File: src/rtl/keypad_scanner.sv
// 4x4 matrix keypad scanner: walks the columns, debounces press and release,
// and emits one key code plus a register-bank write strobe per keystroke.
module keypad_scanner #(
    parameter logic [15:0] SCAN_DIV        = 16'd1000,
    parameter logic [15:0] DEBOUNCE_CYCLES = 16'd5000
) (
    input  logic       clk,
    input  logic       rst_n,
    input  logic       ena,
    input  logic [3:0] row_in,
    output logic [3:0] col_n,
    output logic [1:0] col_sel,
    output logic [3:0] key_code,
    output logic       key_valid,
    output logic       key_held,
    output logic [1:0] wr_addr
);

    typedef enum logic [1:0] {
        SCAN,
        DEBOUNCE,
        PRESSED,
        RELEASE
    } state_t;

    localparam logic [15:0] SCAN_LAST = SCAN_DIV - 16'd1;
    localparam logic [15:0] DEB_LAST  = DEBOUNCE_CYCLES - 16'd1;

    state_t      state_q, state_d;
    logic [3:0]  sync1_q, rs_q;
    logic [3:0]  pat_q, pat_d;
    logic [15:0] colTmr_q, colTmr_d;
    logic [15:0] dbCnt_q, dbCnt_d;
    logic [1:0]  colSel_q, colSel_d;
    logic [3:0]  keyCode_q, keyCode_d;
    logic        keyValid_q, keyValid_d;
    logic [1:0]  wrAddr_q, wrAddr_d;
    logic [1:0]  rowIdx;
    logic        scanWrap;

    function automatic logic [15:0] satInc(input logic [15:0] v);
        return (v == 16'hFFFF) ? v : v + 16'd1;
    endfunction

    // Several rows on one column resolve to the lowest-numbered row.
    always_comb begin
        rowIdx = 2'd0;
        if (pat_q[0])      rowIdx = 2'd0;
        else if (pat_q[1]) rowIdx = 2'd1;
        else if (pat_q[2]) rowIdx = 2'd2;
        else if (pat_q[3]) rowIdx = 2'd3;
    end

    assign scanWrap = (colTmr_q >= SCAN_LAST);

    always_ff @(posedge clk or negedge rst_n) begin
        if (!rst_n) begin
            sync1_q    <= 4'd0;
            rs_q       <= 4'd0;
            state_q    <= SCAN;
            pat_q      <= 4'd0;
            colTmr_q   <= 16'd0;
            dbCnt_q    <= 16'd0;
            colSel_q   <= 2'd0;
            keyCode_q  <= 4'd0;
            keyValid_q <= 1'b0;
            wrAddr_q   <= 2'd0;
        end else begin
            sync1_q    <= row_in;
            rs_q       <= sync1_q;
            state_q    <= state_d;
            pat_q      <= pat_d;
            colTmr_q   <= colTmr_d;
            dbCnt_q    <= dbCnt_d;
            colSel_q   <= colSel_d;
            keyCode_q  <= keyCode_d;
            keyValid_q <= keyValid_d;
            wrAddr_q   <= wrAddr_d;
        end
    end

    always_comb begin
        state_d    = state_q;
        pat_d      = pat_q;
        colTmr_d   = colTmr_q;
        dbCnt_d    = dbCnt_q;
        colSel_d   = colSel_q;
        keyCode_d  = keyCode_q;
        keyValid_d = 1'b0;
        wrAddr_d   = keyValid_q ? wrAddr_q + 2'd1 : wrAddr_q;

        // Disabled: keep walking the columns but never look at the rows.
        if (!ena) begin
            state_d = SCAN;
            dbCnt_d = 16'd0;
            if (scanWrap) begin
                colTmr_d = 16'd0;
                colSel_d = colSel_q + 2'd1;
            end else begin
                colTmr_d = satInc(colTmr_q);
            end
        end else begin
            case (state_q)
                SCAN: begin
                    if (rs_q != 4'd0) begin
                        pat_d   = rs_q;
                        dbCnt_d = 16'd0;
                        state_d = DEBOUNCE;
                    end else if (scanWrap) begin
                        colTmr_d = 16'd0;
                        colSel_d = colSel_q + 2'd1;
                    end else begin
                        colTmr_d = satInc(colTmr_q);
                    end
                end
                DEBOUNCE: begin
                    if (rs_q == pat_q) begin
                        if (dbCnt_q >= DEB_LAST) begin
                            state_d    = PRESSED;
                            keyValid_d = 1'b1;
                            keyCode_d  = {rowIdx, colSel_q};
                            dbCnt_d    = 16'd0;
                        end else begin
                            dbCnt_d = satInc(dbCnt_q);
                        end
                    end else begin
                        state_d  = SCAN;
                        dbCnt_d  = 16'd0;
                        colTmr_d = 16'd0;
                    end
                end
                PRESSED: begin
                    if (rs_q == 4'd0) begin
                        dbCnt_d = 16'd0;
                        state_d = RELEASE;
                    end
                end
                RELEASE: begin
                    if (rs_q != 4'd0) begin
                        state_d = PRESSED;
                        dbCnt_d = 16'd0;
                    end else if (dbCnt_q >= DEB_LAST) begin
                        state_d  = SCAN;
                        dbCnt_d  = 16'd0;
                        colTmr_d = 16'd0;
                        colSel_d = colSel_q + 2'd1;
                    end else begin
                        dbCnt_d = satInc(dbCnt_q);
                    end
                end
                default: state_d = SCAN;
            endcase
        end
    end

    always_comb begin
        col_n    = ~(4'b0001 << colSel_q);
        key_held = (state_q == PRESSED) || (state_q == RELEASE);
    end

    assign col_sel   = colSel_q;
    assign key_code  = keyCode_q;
    assign key_valid = keyValid_q;
    assign wr_addr   = wrAddr_q;

endmodule

File: config.mk
export PLATFORM = sky130hd
export DESIGN_NAME = keypad_scanner
export DESIGN_NICKNAME = d
export VERILOG_FILES = /design/src/rtl/keypad_scanner.sv
export SDC_FILE = /design/constraint.sdc
export NUM_CORES = 1
export LEC_CHECK = 0
export CAP_MARGIN = 10
export CORE_UTILIZATION = 58
export CTS_CLUSTER_DIAMETER = 150
export DETAILED_ROUTE_END_ITERATION = 10
export DONT_BUFFER_PORTS = 1
export MAX_ROUTING_LAYER = met4
export PLACE_DENSITY = 0.74
export SYNTH_ARGS = -nofsm -noshare
export SYNTH_HDL_FRONTEND = slang
export SYNTH_SLANG_ARGS = --single-unit
File: constraint.sdc
create_clock -name clk -period 3.95 [get_ports clk]
set_input_delay 0.79 -clock clk [delete_from_list [all_inputs] [get_ports clk]]
set_output_delay 0.79 -clock clk [all_outputs]
set_load 0.05 [all_outputs]
# --- After elaboration in Yosys (flattened, before gate mapping) ---
# Cells that the tools add are included.
totals:
  ff_bits: 55
  mem_bits_ro: 0
  latchBits: 0
  out_inout_bits: 14
  n_memories: 0
  input_bits: 7
  elab_cells: 82
  ramBits: 0
classes:
  multipliers: 0
  reduce_logical: 10
  n_eq_ne: 16
  addsub: 4
  magnitude_cmp: 2
  shift: 1
  n_mux: 38
  n_div: 0
  bitwise_logic: 1
op_table:
  columns: ["operator", "count"]
  rows:
  - ["2-to-1 mux 16 bit", 14]
  - ["case mux 16 bit (4 select lines)", 1]
  - ["case mux 16 bit (3 select lines)", 1]
  - ["adder 16 x 1 -> 16 bit, second input constant", 2]
  - ["equality test 16 bit, second input constant", 2]
  - ["2-to-1 mux 2 bit", 16]
  - ["!= test 3 bit, second input constant", 6]
  - ["greater-or-equal comparator 16 x 10 -> 1 bit, second input constant", 1]
  - ["greater-or-equal comparator 16 x 13 -> 1 bit, second input constant", 1]
  - ["AND reduction 4 bit", 3]
  - ["!= test 4 bit, second input constant", 2]
  - ["case mux 2 bit (4 select lines)", 1]
  - ["AND reduction 5 bit", 1]
  - ["adder 2 x 1 -> 2 bit, second input constant", 2]
  - ["equality test 2 bit, second input constant", 2]
  - ["equality test 4 bit", 1]
  - ["zero test 4 bit", 1]
  - ["2-to-1 mux 1 bit", 4]
  - ["!= test 4 x 1 -> 1 bit, second input constant", 1]
  - ["inverter 4 bit", 1]
  - ["case mux 2 bit (2 select lines)", 1]
  - ["nonzero test 4 bit", 1]
  - ["left shift 1 x 2 -> 4 bit, first input constant", 1]
  - ["!= test 3 x 1 -> 1 bit, second input constant", 1]
  - ["5 further kinds", 5]

# --- Logic depth before layout (Yosys ltp) ---
logic_depth:
  ltp_word: 6
  ltp_mapped: 9
  depth_no_buf: 7

# --- Least setup slack after synthesis ---
# Ideal clock, no wire load.
synth_timing:
  path_kind: "input -> register"
  start: "input ena"
  end: "register colTmr_q[6]"
  cell_stages: 7
  setup_slack_ns: 1.744
  n_path_buf: 2
  setup_ns: 0.140
  arrival_ns: 2.066
  t_required_ns: 3.810
  path_cell_list: "and2_1 and4_4 buf_6 a211o_1 buf_6 o311ai_0 o41ai_1"
synth_via:
  elab_chain_cells: 2
  word_cells_on_any_way: 7
  cone_classes: "eq/ne (5); mux (1); reduce/logical (1)"
synth_lines:
  columns: ["item", "line", "text"]
  rows:
  - ["start: declaration", "9", "input logic ena,"]
  - ["!= test 4 x 1 -> 1 bit (no line) or != test 3 bit (tied branches)", null, null]
  - ["AND reduction 5 bit (no line)", null, null]
  - ["end signal: assignment", "73", "colTmr_q <= colTmr_d;"]
  - ["end: declaration", "32", "logic [15:0] colTmr_q, colTmr_d;"]
# Several ways; a longest one is shown, not always the timed one.
# A chain may end at the register's enable or synchronous reset.

# --- Worst setup path after layout ---
layout_timing:
  start: "register state_q[1]"
  end: "register colTmr_q[8]"
layout_via:
  elab_chain_cells: 3
  word_cells_on_any_way: 11
  cone_classes: "eq/ne (7); mux (2); reduce/logical (2)"
layout_lines:
  columns: ["item", "line", "text"]
  rows:
  - ["start: declaration", "29", "state_t state_q, state_d;"]
  - ["start signal: assignment", "71", "state_q <= state_d;"]
  - ["equality test 2 bit (tied with other cells)", "103", "case (state_q)"]
  - ["!= test 4 x 1 -> 1 bit (no line) (tied with other cells)", null, null]
  - ["AND reduction 5 bit (no line) or 2-to-1 mux 16 bit (tied branches)", null, null]
# Several ways; a longest one is shown, not always the timed one.

==> results.py <==
metrics = {
    "floorplan": {
        "die_area_um2": 4950,
        "fp.dieW_um": 70.36,
        "pin_count": 21,
        "chipHeight_um": 70.36,
        "fp-row-count": 24,
        "placeable_core_region_um2": 4414,
        "initial_cell_density_of_the_core_pct": 61.39,
    },
    "clock_network": {
        "number_of_cts_inserted_buffers": 5,
        "cts_max_level": 2,
        "skew_pair_late_insertion_delay_ns": 0.31,
        "clock_tree_from_tritoncts": "yes",
        "clock-root-buffer": "sky130_fd_sc_hd__clkbuf_8",
        "cts_hold_buffers": 0,
        "clock-sinks": 55,
        "post_cts.repair.setup_buffers": 0,
        "max-clock-path-buffers": 2,
        "clk_pin_slew_ns": 0.10,
        "ctsResizeCount": 0,
    },
    "final_layout": {
        "filler_cell_count": 374,
        "final_nets": 275,
        "flip_flop_and_latch_area_um2": 1376,
        "layout.core_utilization_pct": 64.34,
        "multiInputGateArea_um2": 1235,
        "layout-area-overhead-vs-synth_pct": 4.801,
        "share_of_final_layout_standard_cells_stronger_than_drive_strength_1_pct": 8.745,
        "antenna-diode-count": 0,
    },
    "drt": {
        "avgRoutedWirePerCell_um": 15.31,
        "initialDrtViolationCount": 84,
        "detailroute.via_count": 1902,
        "postRouteAntennaNets": 0,
        "routed_via_density": 6.038,
        "finalWirelength_mm": 4.824,
        "drt_pass1_iterations": 4,
        "drc_errors": 0,
    },
    "power": {
        "p_leak_nw": 1.248,
        "worst_ir_drop_vdd_uv": 260.1,
        "pwr_density_cell_nw_per_um2": 398.6,
    },
    "global_routing": {
        "grt_use_total_pct": 22.37,
        "global_route.overflow_total": 0,
        "grt_start_max_net_pins": 56,
        "via_count_of_the_first_global_routing_pass": 1847,
        "grt_pass1_wl_mm": 8.411,
        "grt_antenna_before_repair": 0,
    },
    "synthesis": {
        "synth_xor_xnor_area_share_pct": 4.201,
        "synth_simple_gate_area_share_pct": 19.58,
        "synth_fa_ha_area_share_pct": 2.770,
        "avgSynthCellArea_um2": 10.27,
        "synthesis.area_um2": 2710,
        "yosys_warnings": 0,
        "synth.ff_latch_count": 55,
        "seq_area_frac_synth_pct": 50.78,
        "synth_largest_type_area_fraction_pct": 50.78,
        "synth_enable_flop_cells": 0,
        "dominant_combinational_cell_family_by_area_after_synthesis": "simple AND/OR/NAND/NOR gates",
        "postSynthNetCount": 277,
        "synth.top_cells.by_area": "sky130_fd_sc_hd__dfrtp_1 51%, sky130_fd_sc_hd__nand2_1 3.5%, sky130_fd_sc_hd__xnor2_1 3.2%, sky130_fd_sc_hd__ha_1 2.8%, sky130_fd_sc_hd__o21ai_0 2.6%",
        "synth_largest_area_cell": "sky130_fd_sc_hd__dfrtp_1",
        "yosysUniqueCellTypes": 53,
        "syn_inst": 264,
        "post_synthesis_compound_gate_area_fraction_pct": 16.94,
        "async_reset_ff_share_pct": 100.0,
        "yosys-mux-area-fraction_pct": 2.078,
        "ys_dominant_reg_cell": "sky130_fd_sc_hd__dfrtp_1",
    },
    "timing": {
        "rsz0062_at_grt": "no",
        "timing_hold_violations_final": 0,
        "skew_ns": 0.007186,
        "setup_tns_ns": 0,
        "final_max_slew_viol_count": 0,
        "timing.slew.headroom_pct": 39.74,
        "transition_time_at_the_pin_with_the_least_slew_margin_ns": 0.9040,
        "min_period_over_period_pct": 66.15,
        "fmaxAchievable_mhz": 382.7,
        "finalWorstPathRequiredPeriod_ns": 2.613,
        "setup_violations": 0,
    },
    "setup_path": {
        "crit_arrival_ns": 2.87,
        "crit_path_start": "state_q[1]$_DFFE_PN0P_",
        "start_to_end_type_of_the_worst_setup_path": "flip-flop to flip-flop",
        "ff2ff_path_depth": 6,
        "setup.reg_to_reg.worst_slack_ns": 1.34,
        "timing.critical_path.from_type": "flip-flop",
        "cp-endpoint": "colTmr_q[8]$_DFFE_PN0P_",
        "worst_reg2reg_path_startpoint": "state_q[1]$_DFFE_PN0P_",
        "worst-endpoint-required_ns": 4.21,
        "endpoint_kind": "flip-flop",
        "regToRegEndpoint": "colTmr_q[8]$_DFFE_PN0P_",
        "path_max_fanout": 17,
    },
    "placed_design": {
        "numPortBuffers": 0,
        "dp_hpwl_mm": 3.414,
        "place_congestion": 0.8007,
    },
    "run_status": {
        "status": "completed",
    },
    "worst_hold_path": {
        "holdCritPathClass": "input pin to async pin",
    },
    "flow_run": {
        "drv_cap": 0,
    },
}
[registers in the layout (all words and copies together) (netlist names)]
| name | cells |
|---|---|
| key_valid | 1 |
| col_sel | 2 |
| key_code | 4 |
| pat_q | 4 |
| sync1_q | 4 |
| rs_q | 4 |
| state_q | 2 |
| colTmr_q | 16 |
| wr_addr | 2 |
| dbCnt_q | 16 |
[how the worst min path moves through the flow]
stage                          from                      end  slack (ns)
2_1_floorplan  sync1_q[0]$_DFF_PN0_        rs_q[0]$_DFF_PN0_        0.33
3_3_place_gp   sync1_q[1]$_DFF_PN0_        rs_q[1]$_DFF_PN0_        0.33
3_5_place_dp   sync1_q[3]$_DFF_PN0_        rs_q[3]$_DFF_PN0_        0.34
4_1_cts                       rst_n  colTmr_q[6]$_DFFE_PN0P_        0.14
5_1_grt                       rst_n  colTmr_q[6]$_DFFE_PN0P_        0.13
6_report                      rst_n  colTmr_q[5]$_DFFE_PN0P_        0.16
[cells in the mapped netlist (2+ instances only)]
cell                       instances
sky130_fd_sc_hd__dfrtp_1          55
sky130_fd_sc_hd__nand2_1          25
sky130_fd_sc_hd__nor2_1           16
sky130_fd_sc_hd__o21ai_0          14
sky130_fd_sc_hd__a21oi_1          13
sky130_fd_sc_hd__inv_1            13
sky130_fd_sc_hd__nand3_1          11
sky130_fd_sc_hd__xnor2_1          10
sky130_fd_sc_hd__and2_1            7
sky130_fd_sc_hd__nor3_1            7
sky130_fd_sc_hd__clkbuf_1          6
sky130_fd_sc_hd__ha_1              6
sky130_fd_sc_hd__a211oi_1          5
sky130_fd_sc_hd__and3_1            5
sky130_fd_sc_hd__mux2_2            5
sky130_fd_sc_hd__nand2b_1          5
sky130_fd_sc_hd__a21o_1            4
sky130_fd_sc_hd__a31oi_1           4
sky130_fd_sc_hd__or3_1             4
sky130_fd_sc_hd__nand4_1           3
sky130_fd_sc_hd__nor3b_1           3
sky130_fd_sc_hd__o31ai_1           3
sky130_fd_sc_hd__xor2_1            3
sky130_fd_sc_hd__a211o_1           2
sky130_fd_sc_hd__a41oi_1           2
sky130_fd_sc_hd__buf_6             2
sky130_fd_sc_hd__o211ai_1          2
sky130_fd_sc_hd__o311ai_0          2
sky130_fd_sc_hd__o41ai_1           2
sky130_fd_sc_hd__or4_1             2
[cells in the final DEF (no fill, tap or decap), drive strengths merged, types with 3 or more instances in the layout]
cell type   n
nand4       3
inv        14
nor3        7
and3        5
clkbuf      5
mux2        5
nor4        3
a21oi      13
a21o        5
nand2      25
a211oi      5
nand3      11
o41ai       3
xnor2      10
nand2b      5
dfrtp      55
a31oi       4
nor2       16
or3         4
ha          6
o21ai      14
o31ai       3
and2        7
nor3b       3
xor2        3
[metal layers]
layer	global-route usage, %	wire [um]	vias to the layer above
met2	36.40	2404	26
met1	27.47	2201	925
li1	-	-	944
met3	4.762	139	7
met5	-	0	-
met4	8.222	78	0
[area by class of cell]
class                           count  share of cell area [%]
Clock buffer                        5                   2.423
Clock inverter                      3                   1.630
Inverter                           13                   1.718
Multi-Input combinational cell    187                   43.48
Sequential cell                    55                   48.46
Tap cell                           52                   2.291
[where the power goes]
group | leakage, nW | switching [mW] | internal [mW]
combinational | 0.459 | 0.0655 | 0.0543
clock | 0.0548 | 0.186 | 0.191
sequential | 0.734 | 0.0396 | 0.596
total | 1.25 | 0.291 | 0.841
[worst max-delay path: stages, from the launching register on]
cell and delay, ns:
sky130_fd_sc_hd__dfrtp_1 0.94, sky130_fd_sc_hd__nor2_1 0.14, sky130_fd_sc_hd__o21a_1 0.22, sky130_fd_sc_hd__a311oi_2 0.43
sky130_fd_sc_hd__a221o_2 0.29, sky130_fd_sc_hd__or4b_1 0.45, sky130_fd_sc_hd__nand2_1 0.08
[cells by family after synthesis]
family | after synthesis
buf+inv | 22
simple gates | 98
xor+xnor | 13
mux | 5
fa+ha+maj | 6
compound gates | 65
flops | 55
[stage by stage]
| stage | hold slack (ns) | setup WS, ns | power (mW) | std cells | area (um2) |
|---|---|---|---|---|---|
| after floorplan | 0.3312 | 1.744 | 0.7394 | 264 | 2710 |
| after detailed placement | 0.3373 | 1.323 | 0.7657 | 307 | 2725 |
| final | 0.1570 | 1.337 | 1.132 | 315 | 2840 |
| after CTS | 0.1440 | 1.314 | 1.144 | 315 | 2840 |
| after global routing | 0.1323 | 1.143 | 1.185 | 315 | 2840 |
| after global placement | 0.3318 | 1.424 | 0.7615 | 307 | 2725 |
(Power assumes the default switching activity.)
